===== src/rtl/fetch_sequencer_pkg.sv =====
// Shared definitions for the fetch sequencer: state encoding, default reset PC and
// instruction word width. Imported by fetch_sequencer and pc_reg.
// No ports; types and constants only.
package fetch_sequencer_pkg;

  localparam int unsigned    INST_W           = 32;
  localparam logic [31:0]    DEFAULT_RESET_PC = 32'h0000_3000;

  // ST_TRAP is only reachable when FETCH_ALIGN_CHECK_EN is defined.
  typedef enum logic [2:0] {
    ST_IDLE = 3'd0,
    ST_REQ  = 3'd1,
    ST_WAIT = 3'd2,
    ST_HOLD = 3'd3,
    ST_TRAP = 3'd4
  } fetch_state_e;

endpackage


===== src/rtl/fetch_sequencer_pc_reg.sv =====
// Purpose: architectural PC register, sync reset to RESET_PC, load-enabled update.
// Latency: load_val appears on pc one cycle after load_en.
// Backpressure: none; holds value whenever load_en is low.
// Ports: clk, rst (sync, active-high), load_en, load_val[31:0], pc[31:0].
module pc_reg
  import fetch_sequencer_pkg::*;
#(
  parameter logic [31:0] RESET_PC = DEFAULT_RESET_PC
) (
  input  logic        clk,
  input  logic        rst,
  input  logic        load_en,
  input  logic [31:0] load_val,
  output logic [31:0] pc
);

  always_ff @(posedge clk) begin
    if (rst) begin
      pc <= RESET_PC;
    end else if (load_en) begin
      pc <= load_val;
    end
  end

endmodule


===== src/rtl/fetch_sequencer.sv =====
// Purpose: owns the PC, issues one imem request per PC, holds the returned word for decode.
// Latency: zero-wait imem gives inst_valid 2 cycles after REQ entry; 1 instruction per 3 cycles.
// Backpressure: request held stable until imem_req_ready; inst held until inst_ready & !stall.
// Ports: clk, rst (sync, active-high); next_pc/stall from NPC/hazard logic;
//   imem_req_valid/imem_req_ready/imem_addr request channel; imem_rsp_valid/imem_rsp_data
//   response pulse; pc, inst_valid/inst/inst_ready to decode; fetch_misalign sticky flag.
// Config: define FETCH_ALIGN_CHECK_EN to trap on a misaligned next_pc; otherwise next_pc
//   is force-aligned and fetch_misalign is tied low.
module fetch_sequencer
  import fetch_sequencer_pkg::*;
#(
  parameter logic [31:0] RESET_PC = DEFAULT_RESET_PC
) (
  input  logic              clk,
  input  logic              rst,
  input  logic [31:0]       next_pc,
  input  logic              stall,
  output logic              imem_req_valid,
  input  logic              imem_req_ready,
  output logic [31:0]       imem_addr,
  input  logic              imem_rsp_valid,
  input  logic [INST_W-1:0] imem_rsp_data,
  output logic [31:0]       pc,
  output logic              inst_valid,
  output logic [INST_W-1:0] inst,
  input  logic              inst_ready,
  output logic              fetch_misalign
);

  fetch_state_e      state_q;
  fetch_state_e      state_d;
  logic              pc_load;
  logic [31:0]       pc_load_val;
  logic              inst_cap;
  logic [INST_W-1:0] inst_q;

`ifdef FETCH_ALIGN_CHECK_EN
  logic misalign_q;
  logic misalign_set;
`endif

  pc_reg #(
    .RESET_PC (RESET_PC)
  ) u_pc_reg (
    .clk      (clk),
    .rst      (rst),
    .load_en  (pc_load),
    .load_val (pc_load_val),
    .pc       (pc)
  );

  always_ff @(posedge clk) begin
    if (rst) begin
      state_q <= ST_IDLE;
    end else begin
      state_q <= state_d;
    end
  end

  // Response data is only captured in WAIT; pulses seen in other states are dropped.
  always_ff @(posedge clk) begin
    if (rst) begin
      inst_q <= '0;
    end else if (inst_cap) begin
      inst_q <= imem_rsp_data;
    end
  end

  always_comb begin
    state_d     = state_q;
    pc_load     = 1'b0;
    // Low bits are masked so the next fetch is always word aligned.
    pc_load_val = next_pc & ~32'h0000_0003;
    inst_cap    = 1'b0;
`ifdef FETCH_ALIGN_CHECK_EN
    misalign_set = 1'b0;
`endif
    case (state_q)
      ST_IDLE: state_d = ST_REQ;
      ST_REQ: begin
        if (imem_req_ready) begin
          state_d = ST_WAIT;
        end
      end
      ST_WAIT: begin
        if (imem_rsp_valid) begin
          inst_cap = 1'b1;
          state_d  = ST_HOLD;
        end
      end
      ST_HOLD: begin
        // stall takes priority over inst_ready: the instruction is not retired.
        if (inst_ready && !stall) begin
          pc_load = 1'b1;
          state_d = ST_REQ;
`ifdef FETCH_ALIGN_CHECK_EN
          // The faulting PC is kept unmasked so the handler sees the bad target.
          if (next_pc[1:0] != 2'b00) begin
            pc_load_val  = next_pc;
            misalign_set = 1'b1;
            state_d      = ST_TRAP;
          end
`endif
        end
      end
      ST_TRAP: state_d = ST_TRAP;
      default: state_d = ST_IDLE;
    endcase
  end

`ifdef FETCH_ALIGN_CHECK_EN
  always_ff @(posedge clk) begin
    if (rst) begin
      misalign_q <= 1'b0;
    end else if (misalign_set) begin
      misalign_q <= 1'b1;
    end
  end
  assign fetch_misalign = misalign_q;
`else
  assign fetch_misalign = 1'b0;
`endif

  assign imem_req_valid = (state_q == ST_REQ);
  assign imem_addr      = pc;
  assign inst_valid     = (state_q == ST_HOLD);
  assign inst           = inst_q;

endmodule


===== config.mk =====
export PLATFORM = sky130hd
export DESIGN_NAME = fetch_sequencer
export DESIGN_NICKNAME = d
export VERILOG_FILES = /design/src/rtl/fetch_sequencer_pkg.sv /design/src/rtl/fetch_sequencer_pc_reg.sv /design/src/rtl/fetch_sequencer.sv
export SDC_FILE = /design/constraint.sdc
export NUM_CORES = 1
export LEC_CHECK = 0
export ABC_CLOCK_PERIOD_IN_PS = 3900
export CORE_MARGIN = 5
export CORE_UTILIZATION = 34
export CTS_CLUSTER_DIAMETER = 50
export CTS_CLUSTER_SIZE = 24
export DETAILED_ROUTE_END_ITERATION = 16
export GPL_ROUTABILITY_DRIVEN = 0
export PLACE_DENSITY = 0.77
export SLEW_MARGIN = 10
export SYNTH_ARGS = -nofsm -noshare
export SYNTH_HDL_FRONTEND = slang
export SYNTH_SLANG_ARGS = --single-unit

===== constraint.sdc =====
create_clock -name clk -period 3.9 [get_ports clk]
set_input_delay 0.39 -clock clk [delete_from_list [all_inputs] [get_ports clk]]
set_output_delay 0.39 -clock clk [all_outputs]
set_load 0.01 [all_outputs]

==> qor.log <==
INFO  critical_path  regToRegStartpoint=state_q[0]
INFO  final_layout   layout-area-overhead-vs-synth=54.7%
INFO  worst_hold_path holdCritPathClass=register to register
INFO  yosys          yosysWarningCount=0
INFO  yosys          syn-mean-instance-area=9.01um^2
INFO  yosys          synth_edf_count=0
INFO  yosys          synth_top_cell_area_share=45.0%
INFO  power_and_ir_drop power.switching=0.306mW
INFO  global_route   total_global_routing_overflow=0
INFO  floorplan      row_count=33
INFO  cts            postCtsSetupBuffers=0
INFO  sta            finClkSkew=0.0112ns
INFO  sta            finalWorstPathRequiredPeriod=2.01ns
INFO  sta            clock.fmax=0.497GHz
INFO  final_layout   drive_gt1_share=5.36%
INFO  yosys          yosysMostFrequentCell=sky130_fd_sc_hd__dfxtp_1
INFO  cts            clock_tree_from_tritoncts=done
INFO  critical_path  worst_setup_path_end_kind=output pin
INFO  cts            numClockSinks=65
INFO  floorplan      floorplan.initialDensity=35.0%
INFO  sta            min_period_over_period=51.5%
INFO  worst_hold_path worst_hold_path.endpoint=inst[7]
INFO  critical_path  cp_data_required_time=3.51ns
INFO  yosys          synth_cell_types=21
INFO  cts            cts.htree.levels=3
INFO  routing        num_vias=2472
INFO  floorplan      core_area=0.00826mm^2
INFO  critical_path  setup.reg_to_reg.worst_slack=2.25ns
INFO  yosys          postSynth.topFlopCell=sky130_fd_sc_hd__dfxtp_1
INFO  sta            setup_viol_count_final=0
INFO  floorplan      fp.dieH=102um
INFO  routing        avgRoutedWirePerCell=13.5um
INFO  final_layout   final-instance-count-excl-fill=553
INFO  placement      half_perimeter_wire_length_after_placement=5570um
INFO  final_layout   num-nets-final=514
INFO  critical_path  worst-path-max-fanout=8
INFO  critical_path  cp_data_arrival_time=1.62ns
INFO  routing        antenna_violating_nets_post_route=0
INFO  placement      post-place-cells=538
INFO  run            drv.max_cap_violation_count=0
INFO  sta            slew_headroom=48.5%
INFO  worst_hold_path worst_hold_startpoint=inst[7]
INFO  critical_path  worst_setup_path_category=register to output pin
INFO  critical_path  worst_path_largest_cell_delay=0.58ns
INFO  floorplan      die_area=0.0105mm^2
INFO  routing        wirelength=7460um
INFO  routing        first_pass_iters=4
INFO  floorplan      die_x=102um
INFO  global_route   gr-usage-all-layers=13.8%
INFO  worst_hold_path hold_depth=2
INFO  power_and_ir_drop power_frac_seq=48.4%
INFO  final_layout   fillerInstances=770
INFO  sta            final_hold_viol_count=0
INFO  power_and_ir_drop power.internal=1.11mW
INFO  status         status=finished, final reports clean
INFO  cts            clk_path_buf_depth=2
INFO  final_layout   number_of_flip_flops_in_the_largest_register=32
INFO  cts            ctsRootBufferMaster=sky130_fd_sc_hd__clkbuf_8
INFO  sta            timing.final.max_slew_violations=0
INFO  yosys          synth.yosys.seq_area_share=45.0%
INFO  power_and_ir_drop p_comb_share=11.6%
INFO  sta            finalSetupTns=0ns
INFO  global_route   vias_in_the_first_global_route=2414
INFO  critical_path  critPathLaunchType=register
INFO  floorplan      io_pins=169
INFO  routing        drt_iter0_markers=51
INFO  critical_path  reg2reg_path_depth=4
INFO  cts            cts-buffers-inserted=9
INFO  cts            path_clk_slew=0.07ns
INFO  routing        routed_via_density=4.47
INFO  power_and_ir_drop static-leakage-power=1.52nW
INFO  sta            slew_at_the_pin_with_the_worst_max_slew_slack=0.773ns
INFO  yosys          synth_seq_cells=65
INFO  cts            cts_resized=0
INFO  yosys          synth.area.top_cells=sky130_fd_sc_hd__dfxtp_1 45%, sky130_fd_sc_hd__nand2b_1 12%, sky130_fd_sc_hd__mux2i_1 10%
INFO  critical_path  cp_top_family=buffers and inverters
INFO  yosys          ys_top_cells_by_count=65 x sky130_fd_sc_hd__dfxtp_1, 64 x sky130_fd_sc_hd__nand2_1, 56 x sky130_fd_sc_hd__nand2b_1, 35 x sky130_fd_sc_hd__buf_4, 33 x sky130_fd_sc_hd__a21oi_1
INFO  global_route   grt_antenna_before_repair=0
INFO  power_and_ir_drop powerDensity=316mW/mm^2
INFO  routing        drc=0
INFO  cts            cts_hold_buffers=0
INFO  sta            grt_setup_unrepaired=false
INFO  final_layout   diodes=0
INFO  yosys          asyncSetResetFlopFracSynth=0%
INFO  global_route   largest_net_degree_at_the_start_of_global_routing=58
INFO  critical_path  worstReg2RegEnd=u_pc_reg.pc[11]
INFO  cts            worst_skew_pair.late_latency=0.33ns
INFO  power_and_ir_drop netSwitchingFraction=21.7%
INFO  power_and_ir_drop ir_worst_vdd=0.000226V
INFO  yosys          post_synthesis_instance_area=0.00289mm^2
INFO  yosys          synthDominantAreaCellType=sky130_fd_sc_hd__dfxtp_1
INFO  critical_path  timing.critical_path.buf_inv=1
INFO  critical_path  critical_path_cell_sequence=nor3b_1, clkdlybuf4s50_1
INFO  placement      numPortBuffers=161
INFO  yosys          synth_cells=321
INFO  global_route   first_pass_grt_wire_length=11400um
INFO  power_and_ir_drop clock_power_share=40.0%
INFO  critical_path  timing.critical_path.slowest_stage_cell=sky130_fd_sc_hd__clkdlybuf4s50_1
==> stage by stage <==
stage / util (%) / instance area, um^2 / power [mW] / setup WS [ns] / hold slack (ns)
6_report: 54.2 / 4480 / 1.41 / 1.89 / 0.453
5_1_grt: 54.2 / 4480 / 1.49 / 1.79 / 0.473
4_1_cts: 54.2 / 4480 / 1.44 / 1.84 / 0.455
3_5_place_dp: 51.8 / 4280 / 0.865 / 1.86 / 0.446
3_3_place_gp: 51.8 / 4280 / 0.861 / 1.90 / 0.441
2_1_floorplan: - / 2910 / 0.768 / 2.55 / 0.481
==> logic make-up (layout without fill, tap and decap cells) <==
kind of cell | after synthesis | count (layout) | synth area share, %
and+or+nand+nor | 135 | 135 | 24.6
AOI/OAI and AO/OA | 33 | 33 | 5.71
other | 1 | 5 | 0.130
muxes | 30 | 30 | 10.4
DFF | 65 | 65 | 45.0
buffers and inverters | 57 | 180 | 14.2
==> layout by cell type (no fill, tap or decap), types with 4 or more instances in the layout <==
| cell | n |
|---|---|
| sky130_fd_sc_hd__nand2_1 | 64 |
| sky130_fd_sc_hd__nand2b_1 | 56 |
| sky130_fd_sc_hd__clkdlybuf4s50_1 | 160 |
| sky130_fd_sc_hd__clkbuf_8 | 11 |
| sky130_fd_sc_hd__nor2_1 | 4 |
| sky130_fd_sc_hd__dfxtp_1 | 65 |
| sky130_fd_sc_hd__a21oi_1 | 33 |
| sky130_fd_sc_hd__conb_1 | 5 |
| sky130_fd_sc_hd__mux2i_1 | 30 |
| sky130_fd_sc_hd__buf_4 | 4 |
==> worst register-to-register path: cells and delay by family (launching register included) <==
family / cells / cell delay [ns]
DFF: 1 / 0.50
and+or+nand+nor: 2 / 0.35
buffers and inverters: 1 / 0.46
muxes: 1 / 0.26
==> power by group through the flow <==
stage	Combinational [mW]	Clock, mW	Sequential (mW)
finish	0.164	0.565	0.685
global route	0.176	0.627	0.686
CTS	0.166	0.586	0.685
detailed placement	0.165	0	0.700
global placement	0.162	0	0.699
floorplan	0.0653	0	0.703
==> how the worst max path moves through the flow <==
stage	from	cells after the start	endpoint
6_report	state_q[0]	2	imem_req_valid
5_1_grt	state_q[0]	2	imem_req_valid
4_1_cts	state_q[0]	2	imem_req_valid
3_5_place_dp	stall	5	u_pc_reg.pc[24]
3_3_place_gp	stall	5	u_pc_reg.pc[16]
2_1_floorplan	stall	4	u_pc_reg.pc[10]
==> metal layers <==
metal | GRT usage (%) | share of wire, % | wire length [um] | vias up
li1 | - | - | - | 1234
met1 | 15.1 | 39 | 2920 | 1133
met2 | 23.5 | 49 | 3650 | 94
met3 | 6.14 | 11 | 794 | 11
met4 | 5.15 | 1.4 | 102 | 0
met5 | 0 | 0 | 0 | -
==> final cells by class <==
class | instances | area [um^2] | area share (%)
Clock inverter | 3 | 40.0 | 0.895
Multi-Input combinational cell | 203 | 1210 | 27.1
Clock buffer | 12 | 155 | 3.47
Tap cell | 105 | 131 | 2.94
Timing Repair Buffer | 165 | 1640 | 36.6
Sequential cell | 65 | 1300 | 29.1
Power figures use the tool's default switching activity.
==> RTL change 1: new RTL, same flow settings <==
Add a define of `FETCH_ALIGN_CHECK_EN`.
--- a/src/rtl/fetch_sequencer.sv
+++ b/src/rtl/fetch_sequencer.sv
@@ -6,6 +6,8 @@
 //   response pulse; pc, inst_valid/inst/inst_ready to decode; fetch_misalign sticky flag.
 // Config: define FETCH_ALIGN_CHECK_EN to trap on a misaligned next_pc; otherwise next_pc
 //   is force-aligned and fetch_misalign is tied low.
+`define FETCH_ALIGN_CHECK_EN
+
 module fetch_sequencer
   import fetch_sequencer_pkg::*;
 #(
Formal check against the unedited RTL: not equivalent (a bounded check fails within 10 cycles, from zero or initial values and one cycle with rst high).
==> RTL change 1 against the original RTL <==
Hold slack about the same; total power up 3.2%; core utilization about the same; global-route usage up 1.2 points; wire length up 7.5%; area after synthesis up 0.65%; design area up 0.53%; worst setup slack worse by 0.016 ns; largest power group unchanged; synthesized cell count up 4.0%; sequential cell count up 3; critical path type unchanged.
==> RTL change 1: results (changes against the original RTL) <==
| Metric | This run | Change |
| --- | --- | --- |
| GRT Resource Usage Total | 15.0% | +1.2 points |
| Post-detailed-placement cell area | 4300 sq um | +0.44% |
| Data arrival at the endpoint of the critical path | 1.64 ns | +0.02 ns |
| Syn Inst Count | 334 | +4.0% |
| Max stage delay on crit path | 0.60 ns | +0.02 ns |
| Final wirelength | 8.03 mm | +7.5% |
| Footprint of the multi-input gates | 1090 sq um | -9.6% |
| Buffer count excluding the clock tree in the final layout | 171 | +3.6% |
| Max VDD drop | 0.000186 V | -17% |
| Sequential share of cell area | 30.3% | +1.2 points |
| Top cells by area in the synthesized netlist | sky130_fd_sc_hd__dfxtp_1, sky130_fd_sc_hd__nand2_1, sky130_fd_sc_hd__mux2i_1, sky130_fd_sc_hd__buf_4, sky130_fd_sc_hd__a21oi_1 |  |
| Minimum setup slack among reg-to-reg paths | 1.94 ns | -0.31 ns |
| Crit path max fanout | 9 | +1 |
| Finished Layout Cells | 571 | +3.3% |
| Unique cell type count in the Yosys netlist | 26 | +24% |
| Initial DRC Count | 71 | +39% |
| Count of buffers from port buffering | 168 | +4.3% |
| Pin count of the biggest net entering global routing | 62 | +6.9% |
| Number of filler cells placed in the layout | 771 | +0.13% |
| Multi-input gate share of total cell area | 24.3% | -2.7 points |
| LEAKAGE | 1.55 nW | +2.1% |
| Clock buf/inv share | 4.45% | +0.088 points |
| Outcome | completed |  |
| Slew HR | 35.6% | -13 points |
| Sequential cell count | 68 | +4.6% |
| Share of cells above drive strength 1 | 4.72% | -0.64 points |
[RTL change 1: logic make-up after synthesis]
kind of cell           count (synthesis)  synth area share [%]
flip-flops                            68                  46.8
buffers and inverters                 57                  15.7
AO/OA/AOI/OAI                         36                  6.58
multiplexers                          32                  11.0
AND/OR/NAND/NOR                      141                  20.0
[RTL change 1: metrics by stage]
stage | utilization, % | hold slack (ns) | power [mW] | setup slack (ns)
2_1_floorplan | - | 0.479 | 0.799 | 2.56
3_3_place_gp | 51.8 | 0.441 | 0.895 | 1.76
3_5_place_dp | 51.8 | 0.446 | 0.899 | 1.75
4_1_cts | 54.2 | 0.457 | 1.49 | 1.86
5_1_grt | 54.2 | 0.479 | 1.54 | 1.78
6_report | 54.2 | 0.453 | 1.46 | 1.87
[RTL change 1: path summary, 6_finish.rpt]
kind	from	end	cells past startpoint
worst min register to register	inst[4]	inst[4]	2
worst max register to register	state_q[0]	u_pc_reg.pc[27]	3
worst min-delay path	inst[4]	inst[4]	2
worst max-delay path	state_q[0]	imem_req_valid	2
[RTL change 1: power breakdown]
| part | switching, mW | total [mW] | internal [mW] | leakage, nW |
|---|---|---|---|---|
| Sequential | 0.0102 | 0.717 | 0.706 | 0.549 |
| Combinational | 0.0621 | 0.165 | 0.103 | 0.907 |
| Clock | 0.280 | 0.578 | 0.298 | 0.0958 |
| Total | 0.352 | 1.46 | 1.11 | 1.55 |
[RTL change 1: worst reg2reg max path, delay by kind of cell, from the launching register on]
family	cells	cell delay [ns]
flip-flops	1	0.48
multiplexers	1	0.30
AND/OR/NAND/NOR	2	1.12
[RTL change 1: layer usage]
layer / global-route usage [%] / vias up / share of wire [%]
met1: 16.5 / 1196 / 38
met5: 0 / - / 0
met4: 5.55 / 0 / 0.80
met2: 26.2 / 107 / 50
li1: - / 1299 / -
met3: 5.89 / 9 / 11
==> RTL change 2: new RTL, same settings <==
Made on the original files. Encoding of `fetch_state_e`: now one-hot (5 bits for 5 states).
--- a/src/rtl/fetch_sequencer_pkg.sv
+++ b/src/rtl/fetch_sequencer_pkg.sv
@@ -7,12 +7,12 @@
   localparam logic [31:0]    DEFAULT_RESET_PC = 32'h0000_3000;
 
   // ST_TRAP is only reachable when FETCH_ALIGN_CHECK_EN is defined.
-  typedef enum logic [2:0] {
-    ST_IDLE = 3'd0,
-    ST_REQ  = 3'd1,
-    ST_WAIT = 3'd2,
-    ST_HOLD = 3'd3,
-    ST_TRAP = 3'd4
+  typedef enum logic [4:0] {
+    ST_IDLE = 5'b00001,
+    ST_REQ  = 5'b00010,
+    ST_WAIT = 5'b00100,
+    ST_HOLD = 5'b01000,
+    ST_TRAP = 5'b10000
   } fetch_state_e;
 
 endpackage
Behaviour: same outputs for any inputs over 10 cycles, from zero or initial values and one cycle with rst high; not proved beyond that.
==> RTL change 2 against the original RTL <==
Sequential cell count increased by 2; die area increased by 13%; clock skew decreased by 0.0028 ns; core utilization decreased by 3.0 points; area after synthesis increased by 15%; maximum frequency decreased by 15%; wire length increased by 8.6%; total power increased by 1.5%; clock power increased by 2%; worst setup slack got worse by 0.35 ns; hold slack improved by 0.023 ns; synthesized cell count increased by 5.0%; design area increased by 10%; sequential share of layout area decreased by 1.9 points.
==> RTL change 2: results (changes against the original RTL) <==
| Metric | This run | Change |
| --- | --- | --- |
| Highest signal layer in the routed design | met4 |  |
| Post_cts resized | 0 | unchanged |
| Crit path max fanout | 7 | -1 |
| LEAKAGE | 1.66 nW | +9.0% |
| Routed wire length on met2 | 3.88 mm | +6.4% |
| Top cells by area in the synthesized netlist | sky130_fd_sc_hd__dfxtp_1, sky130_fd_sc_hd__nand2b_1, sky130_fd_sc_hd__mux2i_1, sky130_fd_sc_hd__buf_4, sky130_fd_sc_hd__clkbuf_1 |  |
| Max Root-Sink Buffers | 2 | unchanged |
| Routed len/inst | 13.6 um | +0.57% |
| Skew final | 0.00836 ns | -0.00280 ns |
| Number of CTS-inserted buffers | 9 | unchanged |
| Max stage delay on crit path | 0.58 ns | about the same |
| Number of flip-flops under the largest register name | 32 | unchanged |
| Met3 wire length | 733 um | -7.7% |
| Routed vias | 2569 | +3.9% |
| Max VDD drop | 0.000128 V | -44% |
| Final count of negative-setup-slack endpoints | 0 | unchanged |
| Wire length of the first global-routing pass | 12.7 mm | +12% |
| Commonest cells post-synth | sky130_fd_sc_hd__nand2b_1, sky130_fd_sc_hd__dfxtp_1, sky130_fd_sc_hd__mux2i_1 |  |
| CTS H-Tree Depth | 3 | unchanged |
| Via count of the first global-routing pass | 2597 | +7.6% |
| Total Neg Setup Slack | 0 ns | unchanged |
| Final Net Count | 529 | +2.9% |
| Multiplexer share of the synthesized area | 18.7% | +8.3 points |
| Unique cell type count in the Yosys netlist | 27 | +29% |
| Initial antenna violation count | 0 | unchanged |
| Worst hold path stage count | 2 | unchanged |
| Worst-path cell with the longest stage delay | sky130_fd_sc_hd__or4b_4 |  |
| Initial DRT Pass Iterations | 4 | unchanged |
| Share of synthesized area occupied by flip-flops and latches | 40.5% | -4.5 points |
| Outcome | completed |  |
| Initial DRC Count | 88 | +73% |
| Number of filler cells placed in the layout | 926 | +20% |
| Post-synth ARST share | 0% | unchanged |
| Count of yosys warnings during synthesis | 0 | unchanged |
| GRT Resource Usage Total | 13.6% | -0.20 points |
| Met1 WL | 3.43 mm | +18% |
| Data arrival at the endpoint of the critical path | 1.97 ns | +0.35 ns |
| FF-to-FF path depth | 4 | unchanged |
| Insertion delay of the later-clocked pin in the worst-skew pair | 0.34 ns |  |
| Count of antenna diodes in the layout | 0 | unchanged |
| Clock input transition at the sequential cells of the worst setup and hold paths | 0.07 ns | about the same |
| Count of buffers from port buffering | 161 | unchanged |
| Min-Delay Path Class | reg2reg |  |
| Top flip-flop cell by instance count after synthesis | sky130_fd_sc_hd__dfxtp_1 |  |
| CTS root buf | sky130_fd_sc_hd__clkbuf_8 |  |
| Transition time of the tightest slew-check pin | 1.06 ns | +0.283 ns |
| Pin count of the biggest net entering global routing | 83 | +43% |
| Share of cells above drive strength 1 | 4.96% | -0.40 points |
| # DRC | 0 | unchanged |
| Synth Area in XOR/XNOR | 0.264% | +0.26 points |
| Fraction of the mapped netlist area in compound gates | 1.40% | -4.3 points |
| Synth Area in Adders | 0% | unchanged |
| Detailed placer's ending HPWL | 6.02 mm | +7.9% |
| Post-CTS Setup Bufs | 0 | unchanged |
==> RTL change 2: stage by stage <==
stage / cells / hold slack (ns) / area, sq um / worst slack [ns]
6_report: 597 / 0.476 / 4940 / 1.54
5_1_grt: 597 / 0.499 / 4940 / 1.38
4_1_cts: 597 / 0.477 / 4940 / 1.49
3_5_place_dp: 581 / 0.461 / 4740 / 1.48
3_3_place_gp: 581 / 0.457 / 4740 / 1.51
2_1_floorplan: 341 / 0.493 / 3330 / 2.34
==> RTL change 2: critical path: cells and delay by family, from the launching register on <==
kind / cells / cell delay (ns)
and+or+nand+nor: 2 / 0.70
buffers and inverters: 1 / 0.57
DFF: 1 / 0.37
==> RTL change 2: metal layers <==
layer,global-route usage (%),vias up
met5,0,-
met4,3.52,0
met3,5.27,6
met2,22.9,98
met1,16.2,1170
li1,-,1295
==> RTL change 2: layout make-up <==
| cell class | instances | area, sq um | area share [%] |
|---|---|---|---|
| Clock inverter | 4 | 50.0 | 1.01 |
| Timing Repair Buffer | 164 | 1630 | 33.0 |
| Clock buffer | 12 | 145 | 2.94 |
| Sequential cell | 67 | 1340 | 27.2 |
| Multi-Input combinational cell | 217 | 1610 | 32.5 |
| Tap cell | 133 | 166 | 3.37 |
==> RTL change 2: logic make-up after synthesis <==
family,count (synthesis)
compound gates,6
xor+xnor,1
buf+inv,57
flops,67
mux,62
other cells,1
simple gates,143
==> RTL change 2: final timing paths <==
check             start               to  slack [ns]
min reg2reg    inst[18]         inst[18]        0.48
max reg2reg  state_q[4]  u_pc_reg.pc[28]        1.54
max          state_q[4]       inst_valid        1.54
min            inst[18]         inst[18]        0.48
==> RTL change 2: where the power goes <==
part	switching (mW)	total, mW	leakage (nW)	internal [mW]
Clock	0.267	0.579	0.0926	0.313
Sequential	0.0121	0.703	0.540	0.690
Combinational	0.0508	0.153	1.02	0.103
